`src/rtl/spi_burst_ctrl_pkg.sv`:
```
// Shared types and constants for the SPI burst sequencer.
package spi_burst_ctrl_pkg;

    localparam int unsigned BYTE_W = 8;

    typedef enum logic [2:0] {
        ST_IDLE,
        ST_SETUP,
        ST_LOAD,
        ST_WAIT,
        ST_HOLD
    } state_t;

endpackage

```
`src/rtl/spi_byte_fifo.sv`:
```
// Synchronous first-word-fall-through byte FIFO used for both TX and RX buffering.
module spi_byte_fifo
    import spi_burst_ctrl_pkg::*;
#(
    parameter int unsigned DEPTH = 8
) (
    input  logic              clk,
    input  logic              rst,
    input  logic              push,
    input  logic [BYTE_W-1:0] din,
    input  logic              pop,
    output logic [BYTE_W-1:0] dout,
    output logic              full,
    output logic              empty
);

    localparam int unsigned PW = $clog2(DEPTH);
    localparam int unsigned CW = PW + 1;

    logic [BYTE_W-1:0] mem [DEPTH];
    logic [PW-1:0]     wr_ptr;
    logic [PW-1:0]     rd_ptr;
    logic [CW-1:0]     count;
    logic              do_push;
    logic              do_pop;

    assign empty = (count == '0);
    assign full  = (count == CW'(DEPTH));
    assign dout  = mem[rd_ptr];

    // Pops on empty are ignored; a push while full is only taken alongside a pop.
    always_comb begin
        do_pop  = pop & ~empty;
        do_push = push & (~full | do_pop);
    end

    // Storage array; contents need no reset since occupancy gates visibility.
    always_ff @(posedge clk) begin
        if (do_push) begin
            mem[wr_ptr] <= din;
        end
    end

    // Pointer and occupancy bookkeeping.
    always_ff @(posedge clk or negedge rst) begin
        if (!rst) begin
            wr_ptr <= '0;
            rd_ptr <= '0;
            count  <= '0;
        end else begin
            if (do_push) begin
                wr_ptr <= wr_ptr + PW'(1);
            end
            if (do_pop) begin
                rd_ptr <= rd_ptr + PW'(1);
            end
            case ({do_push, do_pop})
                2'b10:   count <= count + CW'(1);
                2'b01:   count <= count - CW'(1);
                default: count <= count;
            endcase
        end
    end

endmodule

```
`src/rtl/spi_burst_ctrl.sv`:
```
// Multi-byte SPI burst sequencer: frames a burst with cs_n, feeds TX bytes to
// spi_master one at a time and buffers the received bytes for the consumer.
module spi_burst_ctrl
    import spi_burst_ctrl_pkg::*;
#(
    parameter int unsigned DEPTH    = 8,
    parameter int unsigned LEN_W    = 8,
    parameter int unsigned CS_SETUP = 2,
    parameter int unsigned CS_HOLD  = 2
) (
    input  logic              clk,
    input  logic              rst,
    input  logic              cmd_valid,
    output logic              cmd_ready,
    input  logic [LEN_W-1:0]  cmd_len,
    input  logic [BYTE_W-1:0] tx_data,
    input  logic              tx_valid,
    output logic              tx_ready,
    output logic [BYTE_W-1:0] rx_data,
    output logic              rx_valid,
    input  logic              rx_ready,
    output logic              busy,
    output logic              cs_n,
    output logic              m_start,
    output logic [BYTE_W-1:0] m_mosi_in,
    input  logic              m_done,
    input  logic [BYTE_W-1:0] m_miso_out
);

    localparam int unsigned T_MAX = (CS_SETUP > CS_HOLD) ? CS_SETUP : CS_HOLD;
    localparam int unsigned TW    = (T_MAX > 1) ? $clog2(T_MAX) : 1;

    state_t            state_q;
    state_t            state_d;
    logic [LEN_W-1:0]  rem_q;
    logic [TW-1:0]     timer_q;
    logic              cs_n_q;
    logic [BYTE_W-1:0] mosi_q;

    logic              cmd_fire;
    logic              can_go;
    logic              setup_done;
    logic              hold_done;
    logic              last_byte;

    logic              tx_push;
    logic              tx_pop;
    logic [BYTE_W-1:0] tx_head;
    logic              tx_full;
    logic              tx_empty;
    logic              rx_push;
    logic              rx_full;
    logic              rx_empty;

    assign cmd_fire   = cmd_valid & cmd_ready;
    assign can_go     = ~tx_empty & ~rx_full;
    assign setup_done = (timer_q == TW'(CS_SETUP - 1));
    assign hold_done  = (timer_q == TW'(CS_HOLD - 1));
    assign last_byte  = (rem_q == LEN_W'(1));
    assign cs_n       = cs_n_q;
    assign tx_ready   = ~tx_full;
    assign rx_valid   = ~rx_empty;

    spi_byte_fifo #(
        .DEPTH (DEPTH)
    ) u_tx_fifo (
        .clk   (clk),
        .rst   (rst),
        .push  (tx_push),
        .din   (tx_data),
        .pop   (tx_pop),
        .dout  (tx_head),
        .full  (tx_full),
        .empty (tx_empty)
    );

    spi_byte_fifo #(
        .DEPTH (DEPTH)
    ) u_rx_fifo (
        .clk   (clk),
        .rst   (rst),
        .push  (rx_push),
        .din   (m_miso_out),
        .pop   (rx_ready),
        .dout  (rx_data),
        .full  (rx_full),
        .empty (rx_empty)
    );

    // State register.
    always_ff @(posedge clk or negedge rst) begin
        if (!rst) begin
            state_q <= ST_IDLE;
        end else begin
            state_q <= state_d;
        end
    end

    // Next-state logic: TX underrun and RX backpressure only stall in LOAD.
    always_comb begin
        state_d = state_q;
        case (state_q)
            ST_IDLE:  if (cmd_fire && cmd_len != '0) state_d = ST_SETUP;
            ST_SETUP: if (setup_done) state_d = ST_LOAD;
            ST_LOAD:  if (can_go) state_d = ST_WAIT;
            ST_WAIT:  if (m_done) state_d = last_byte ? ST_HOLD : ST_LOAD;
            ST_HOLD:  if (hold_done) state_d = ST_IDLE;
            default:  state_d = ST_IDLE;
        endcase
    end

    // Burst datapath: remaining count, cs timing, chip select and held MOSI byte.
    always_ff @(posedge clk or negedge rst) begin
        if (!rst) begin
            rem_q   <= '0;
            timer_q <= '0;
            cs_n_q  <= 1'b1;
            mosi_q  <= '0;
        end else begin
            case (state_q)
                ST_IDLE: begin
                    if (cmd_fire && cmd_len != '0) begin
                        rem_q   <= cmd_len;
                        timer_q <= '0;
                        cs_n_q  <= 1'b0;
                    end
                end
                ST_SETUP: timer_q <= timer_q + TW'(1);
                ST_LOAD: begin
                    if (can_go) begin
                        mosi_q <= tx_head;
                    end
                end
                ST_WAIT: begin
                    if (m_done) begin
                        rem_q <= rem_q - LEN_W'(1);
                        if (last_byte) begin
                            timer_q <= '0;
                        end
                    end
                end
                ST_HOLD: begin
                    timer_q <= timer_q + TW'(1);
                    if (hold_done) begin
                        cs_n_q <= 1'b1;
                    end
                end
                default: ;
            endcase
        end
    end

    // Outputs and FIFO strobes.
    // m_mosi_in bypasses the TX head during the m_start cycle so the byte is
    // valid together with the start pulse, then the registered copy holds it.
    always_comb begin
        m_start   = (state_q == ST_LOAD) & can_go;
        m_mosi_in = m_start ? tx_head : mosi_q;
        busy      = (state_q != ST_IDLE);
        cmd_ready = (state_q == ST_IDLE);
        tx_push   = tx_valid & ~tx_full;
        tx_pop    = m_start;
        rx_push   = (state_q == ST_WAIT) & m_done;
    end

endmodule

```
`config.mk`:
```
export PLATFORM = sky130hd
export DESIGN_NAME = spi_burst_ctrl
export DESIGN_NICKNAME = d
export VERILOG_FILES = /design/src/rtl/spi_burst_ctrl_pkg.sv /design/src/rtl/spi_byte_fifo.sv /design/src/rtl/spi_burst_ctrl.sv
export SDC_FILE = /design/constraint.sdc
export NUM_CORES = 1
export LEC_CHECK = 0
export CAP_MARGIN = 20
export CORE_MARGIN = 2
export CORE_UTILIZATION = 46
export DETAILED_ROUTE_END_ITERATION = 16
export HOLD_SLACK_MARGIN = 0.1
export PLACE_DENSITY = 0.64
export SLEW_MARGIN = 20
export SYNTH_ARGS = -nofsm -noshare
export SYNTH_HDL_FRONTEND = slang
export SYNTH_SLANG_ARGS = --single-unit
```
`constraint.sdc`:
```
create_clock -name clk -period 2.4 [get_ports clk]
set_input_delay 0.24 -clock clk [delete_from_list [all_inputs] [get_ports clk]]
set_output_delay 0.24 -clock clk [all_outputs]
set_load 0.02 [all_outputs]
```
[After elaboration in Yosys (flattened, before gate mapping)]
Memories as Yosys holds them, arrays and structs flattened.
Index checks and enable logic that the tools add are counted.
Word-level totals
  flip-flop bits (word level): 41
  memory bits (writable): 128
  input bits: 30
  output and inout bits: 22
  logic and storage cells: 95
  memories: 2
Operators by class
  add/sub/neg operators: 10
  equality and inequality tests: 17
  multiplexer cells: 23
  bitwise logic cells: 15
  reduce and logical (&&, ||, !) cells: 17
Memories
  u_rx_fifo.mem: words 8, bits a word 8, read ports 1, clocked after Yosys merged registers in 0, write ports 1, line spi_byte_fifo.sv:20  | logic [BYTE_W-1:0] mem [DEPTH];
  u_tx_fifo.mem: words 8, bits a word 8, read ports 1, clocked after Yosys merged registers in 0, write ports 1, line spi_byte_fifo.sv:20
Operators with widths (number)
  8-bit 2-to-1 mux: 3
  3-bit 2-to-1 mux: 6
  4-bit one-hot mux with 2 select lines: 2
  8-bit one-hot mux with 2 select lines: 1
  3-bit one-hot mux with 5 select lines: 1
  3-bit by 1-bit adder with 3-bit output, second input constant: 4
  2-bit inequality test, second input constant: 5
  1-bit bitwise AND: 9
  4-bit by 1-bit adder with 4-bit output, second input constant: 2
  4-bit == test, second input constant: 2
  8-bit by 1-bit == test with 1-bit output, second input constant: 1
  4-bit logical NOT: 2
  1-bit 2-to-1 mux: 8
  2-bit nonzero test: 4
  8-bit nonzero test: 1
  4-bit by 1-bit subtractor with 4-bit output, second input constant: 2
  8-bit by 1-bit subtractor with 8-bit output, second input constant: 1
  3-bit by 2-bit == test with 1-bit output, second input constant: 2
  3-bit AND reduction: 2
  3-bit nonzero test: 2
  5-bit AND reduction: 1
  2-bit by 1-bit == test with 1-bit output, second input constant: 2
  2-bit == test, second input constant: 2
  1-bit NOT: 4
  12 further kinds: 13

[Logic depth before layout (Yosys ltp)]
  depth in word-level cells: 9
  depth in mapped cells: 11
  mapped depth without buffers: 10

[Hierarchy]
Synthesis repeated with hierarchy kept, for this count alone.
Second synthesis, totals
  cell total of the unflattened synthesis: 445
  area, all modules: 7455.9 sq um
By module, submodules not included
  spi_byte_fifo (u_rx_fifo): times used 1, cells an instance 162, area an instance 3150.5 sq um, sequential area each 2172.1 sq um
  spi_byte_fifo (u_tx_fifo): times used 1, cells an instance 159, area an instance 3123.0 sq um, sequential area each 2172.1 sq um
  spi_burst_ctrl: times used 1, cells an instance 124, area an instance 1182.4 sq um, sequential area each 526.8 sq um

[Worst setup path before layout]
OpenSTA, ideal clock, no wires.
  kind: register to register
  start point: reg u_rx_fifo.count[1]
  end point: reg u_rx_fifo.count[2]
  setup time: 0.126 ns
  arrival: 2.447 ns
  required time: 2.274 ns
  slack: -0.173 ns
  stages on the path, launching flop included: 12
  buffers on the path: 1
  clock period less this slack: 2.573 ns
  cells stage by stage: dfrtp_1 > clkbuf_1 > or4_1 > nand2_1 > inv_1 > ha_1 > xor2_1 > ha_1 > a21oi_1 > xor2_1 > nor2_1 > xor2_1
Between the ends
  cells in the longest elaborated chain, start to end: 7
  elaborated cells between the ends (all ways): 13
  those cells by class: add/sub (2); eq/ne (3); mux (1); bitwise (5); reduce/logical (2)
RTL lines
  start: declaration: line spi_byte_fifo.sv:23  | logic [CW-1:0] count;
  start signal: assignment: line spi_byte_fifo.sv:58  | 2'b10: count <= count + CW'(1);
  start signal: assignment: line spi_byte_fifo.sv:59  | 2'b01: count <= count - CW'(1);
  start signal: assignment: line spi_byte_fifo.sv:60  | default: count <= count;
  4-bit logical NOT (*): line spi_byte_fifo.sv:27  | assign empty = (count == '0);
  1-bit NOT (*)
  net rx_valid: line spi_burst_ctrl.sv:20  | output logic rx_valid,
  1-bit bitwise AND (*): line spi_byte_fifo.sv:33  | do_pop = pop & ~empty;
  net u_rx_fifo.do_pop: line spi_byte_fifo.sv:25  | logic do_pop;
  1-bit OR: line spi_byte_fifo.sv:34  | do_push = push & (~full | do_pop);
  1-bit bitwise AND: line spi_byte_fifo.sv:34
  2-bit by 1-bit == test with 1-bit output or 2-bit == test (tied branches): line spi_byte_fifo.sv:57  | case ({do_push, do_pop})
  4-bit one-hot mux with 2 select lines or 2-bit nonzero test (tied branches)
The timed path passes the listed nets; every way through them passes the cells marked *.
A chain may end at the register's enable or synchronous reset.

[Worst setup path in the final report]
  start point: reg u_tx_fifo.rd_ptr[0]
  end point: out m_mosi_in[5]
Between the ends
  cells in the longest elaborated chain, start to end: 2
RTL lines
  start: declaration: line spi_byte_fifo.sv:22  | logic [PW-1:0] rd_ptr;
  start signal: assignment: line spi_byte_fifo.sv:55  | rd_ptr <= rd_ptr + PW'(1);
  memory 8 x 8 bit
  8-bit 2-to-1 mux: line spi_burst_ctrl.sv:158  | m_mosi_in = m_start ? tx_head : mosi_q;
  end: declaration: line spi_burst_ctrl.sv:25  | output logic [BYTE_W-1:0] m_mosi_in,
Every way passes these cells.

==> impl_metrics.py <==
metrics = {
    "synthesis": {
        "async_flop_share_pct": 24.3,
        "yosys_warnings": 0,
        "avgSynthCellArea_um2": 16.4,
        "ys.flop_type": "edfxtp_1",
        "synthTopCellsByArea": "edfxtp_1, dfrtp_1, mux4_2",
        "yosysSeqAreaShare_pct": 68.0,
        "synth_edf_count": 128,
        "syn_inst": 436,
        "synth_top_area_cell": "edfxtp_1",
        "yosysUniqueCellTypes": 51,
        "syn_nets": 478,
        "ys_ff_latch": 169,
        "synth_area_mm2": 0.00716,
        "synth_top_area_share_pct": 53.7,
    },
    "global_route": {
        "grt_pass1_wl_um": 22600,
        "grt_usage_pct": 18.3,
        "antenna_found_initial": 0,
        "grt_pass1_vias": 4225,
        "grt_max_degree": 28,
        "gr-total-overflow": 0,
    },
    "floorplan": {
        "start_util_pct": 47.1,
        "die_area_mm2": 0.0166,
        "rows": 45,
        "die_h_um": 129,
        "coreArea_mm2": 0.0152,
        "io_pins": 52,
        "die_w_um": 129,
    },
    "setup_path": {
        "cp-start-kind": "flip-flop",
        "slowest_stage": "mux4_2",
        "path_class": "flip-flop to output pin",
        "critPathBufInv": 3,
        "path_delay_family": "multiplexers",
        "crit_top_cell": "buf_12",
        "cp_cell_sequence": "buf_12 -> buf_12 -> mux4_2 -> mux2i_2 -> a21oi_1 -> buf_2",
        "rr_worst_depth": 10,
        "end_kind": "output pin",
        "path_max_fanout": 5,
        "cp.depth": 6,
        "worstPathRequired_ps": 2160,
        "slowest_delay_ps": 500,
        "critical_path_arrival_ps": 2130,
    },
    "sta": {
        "final-hold-violation-count": 0,
        "worst_pin_slew_ps": 651,
        "rsz0062_at_grt": "true",
        "finalSetupViolCount": 0,
        "slew_headroom_pct": 56.6,
        "skew_ps": 13.3,
        "layout_setup_ws_ps": 34.0,
        "fin_crit_sh_pct": 98.6,
        "timing.hold.ws_ps": 385,
        "final.min_clock_period_ps": 2370,
        "maxSlewViolCount": 0,
        "max_freq_mhz": 423,
    },
    "pwr": {
        "power_frac_comb_pct": 39.1,
        "ir_worst_vdd_v": 0.000641,
        "seq_power_share_pct": 36.4,
        "p_per_area_mw_per_mm2": 1290,
        "p_leak_nw": 3.20,
        "pwr-share-clk_pct": 24.5,
        "power.share.switching_pct": 33.0,
        "p_switching_mw": 3.82,
        "p_int_mw": 7.77,
    },
    "finish": {
        "finalNonFillerCells": 737,
        "fin_nets": 578,
        "layout_commonest_cell": "edfxtp_1",
        "n_antenna_cell": 0,
        "drive_above_1_share_pct": 29.5,
        "final_cell_mix": "edfxtp_1, buf_4, dfrtp_1, mux4_2, clkdlybuf4s50_1",
        "syn_to_final_growth_pct": 25.5,
        "finalInstanceArea_mm2": 0.00898,
    },
    "route": {
        "wirelength_um": 14100,
        "drc": 0,
        "dr.pass1.iters": 4,
        "wl_per_cell_um": 19.1,
        "ant_nets": 0,
        "vias": 4112,
        "viasPerCell": 5.58,
        "first_iter_violations": 238,
    },
    "clocking": {
        "cts_root_buf": "clkbuf_16",
        "cts.path.max_buffers": 2,
        "htreeDepth": 4,
        "clkTransAtPathRegs_ps": 70,
        "cts_tree": "built",
        "clock_latency_ps": 430,
        "numClockSinks": 169,
        "cts_buffers": 17,
    },
    "place": {
        "place_area_mm2": 0.00820,
        "pre_cts_ws_ps": -13.7,
        "gp_congestion": 0.806,
        "port_buffers": 51,
        "dp.cells": 696,
        "dp_hpwl_um": 8910,
    },
    "hold_path": {
        "worst_hold_path_type": "input port to asynchronous set/reset pin",
    },
    "flow_run": {
        "cap_violations": 0,
    },
    "run_status": {
        "status": "finished clean",
    },
}
sequential cells by signal, summed over array words and instances, names as in the netlist:
register,flops
cs_n,1
hold_done,1
mosi_q,8
rem_q,8
state_q,3
u_rx_fifo.count,4
u_rx_fifo.mem,64
u_rx_fifo.rd_ptr,3
u_rx_fifo.wr_ptr,3
u_tx_fifo.count,4
u_tx_fifo.mem,64
u_tx_fifo.rd_ptr,3
u_tx_fifo.wr_ptr,3
synthesized netlist by cell type (all sizes together) (2+ instances only):
library cell,instances
a21oi,26
a22oi,2
edfxtp,128
nor4b,3
o21ai,9
nor3b,5
nand2b,5
nor4,8
nand3b,3
ha,12
buf,14
and2,2
xor2,8
and3b,2
nor3,13
nor2,23
mux2i,8
o22ai,2
mux2,14
inv,9
nand3,7
mux4,32
nand4b,2
clkbuf,7
dfrtp,40
o22a,3
o211ai,3
or4,4
xnor2,10
nand2,18
a31oi,4
kinds of logic (layout without fill, tap and decap cells):
kind of cell    after synthesis  in the layout  share of synthesized area, %
xor+xnor                     18             18                          2.20
buf+inv                      30            143                          1.78
flops                       169            169                          68.0
simple gates                 97             97                          7.50
mux                          54             54                          13.4
fa+ha+maj                    12             12                          2.10
compound gates               56             56                          5.01
metal layers:
metal,track usage [%],share of wire [%]
met5,0,0
met4,6.01,1.5
met3,3.83,3.5
met2,31.7,52
met1,23.2,43
through the flow:
step | utilization, % | power, mW | TNS, ps
3_5_place_dp | 54.0 | 8.65 | -13.7
4_1_cts | 58.7 | 11.6 | -42.8
2_1_floorplan | - | 6.97 | -58.1
6_report | 59.1 | 11.6 | 0
3_3_place_gp | 54.0 | 8.53 | 0
5_1_grt | 59.1 | 12.3 | -159
layout make-up:
class | instances | area [µm²]
Fill cell | 1152 | 6220
Sequential cell | 169 | 4870
Multi-Input combinational cell | 237 | 2230
Timing Repair Buffer | 102 | 997
Clock buffer | 19 | 433
Tap cell | 188 | 235
Clock inverter | 13 | 180
Inverter | 9 | 33.8
worst reg2reg max path, stage by stage, from the launching register on:
cell     delay [ps]
dfrtp_2         450
or4_4           560
nand2_2          90
inv_1            70
ha_2            200
xor2_1          140
ha_1            190
a21oi_2         110
xor2_1          150
nor2_1           70
xor2_1          140
power groups by stage:
stage               clock network (mW)  registers, mW  logic (mW)
CTS                               2.89           4.22        4.50
global route                      3.01           4.30        4.95
detailed placement                   0           4.24        4.42
global placement                     0           4.20        4.33
floorplan                            0           4.11        2.86
finish                            2.84           4.22        4.53
path summary, 6_finish.rpt:
| path | start | to | slack [ps] |
|---|---|---|---|
| max in group asynchronous | rst | rem_q[3]$_DFFE_PN0P_ | 1440 |
| hold / removal | rst | u_tx_fifo.count[3]$_DFFE_PN0P_ | 380 |
| min in group clk | tx_valid | u_tx_fifo.wr_ptr[2]$_DFFE_PN0P_ | 500 |
| hold reg to reg | u_rx_fifo.count[3]$_DFFE_PN0P_ | u_rx_fifo.count[3]$_DFFE_PN0P_ | 500 |
| setup reg to reg | u_rx_fifo.count[0]$_DFFE_PN0P_ | u_rx_fifo.count[2]$_DFFE_PN0P_ | 120 |
| setup / recovery | u_tx_fifo.rd_ptr[0]$_DFFE_PN0P_ | m_mosi_in[5] | 30 |
timing repair:
action	in CTS	in global routing
endpoints found under the setup margin	17	23
hold buffers	1	0
pin swaps	0	1
resized for setup	43	24
gates cloned	2	1
endpoints found under the hold margin	24	0
setup buffers	2	3
Power figures use the tool's default switching activity.
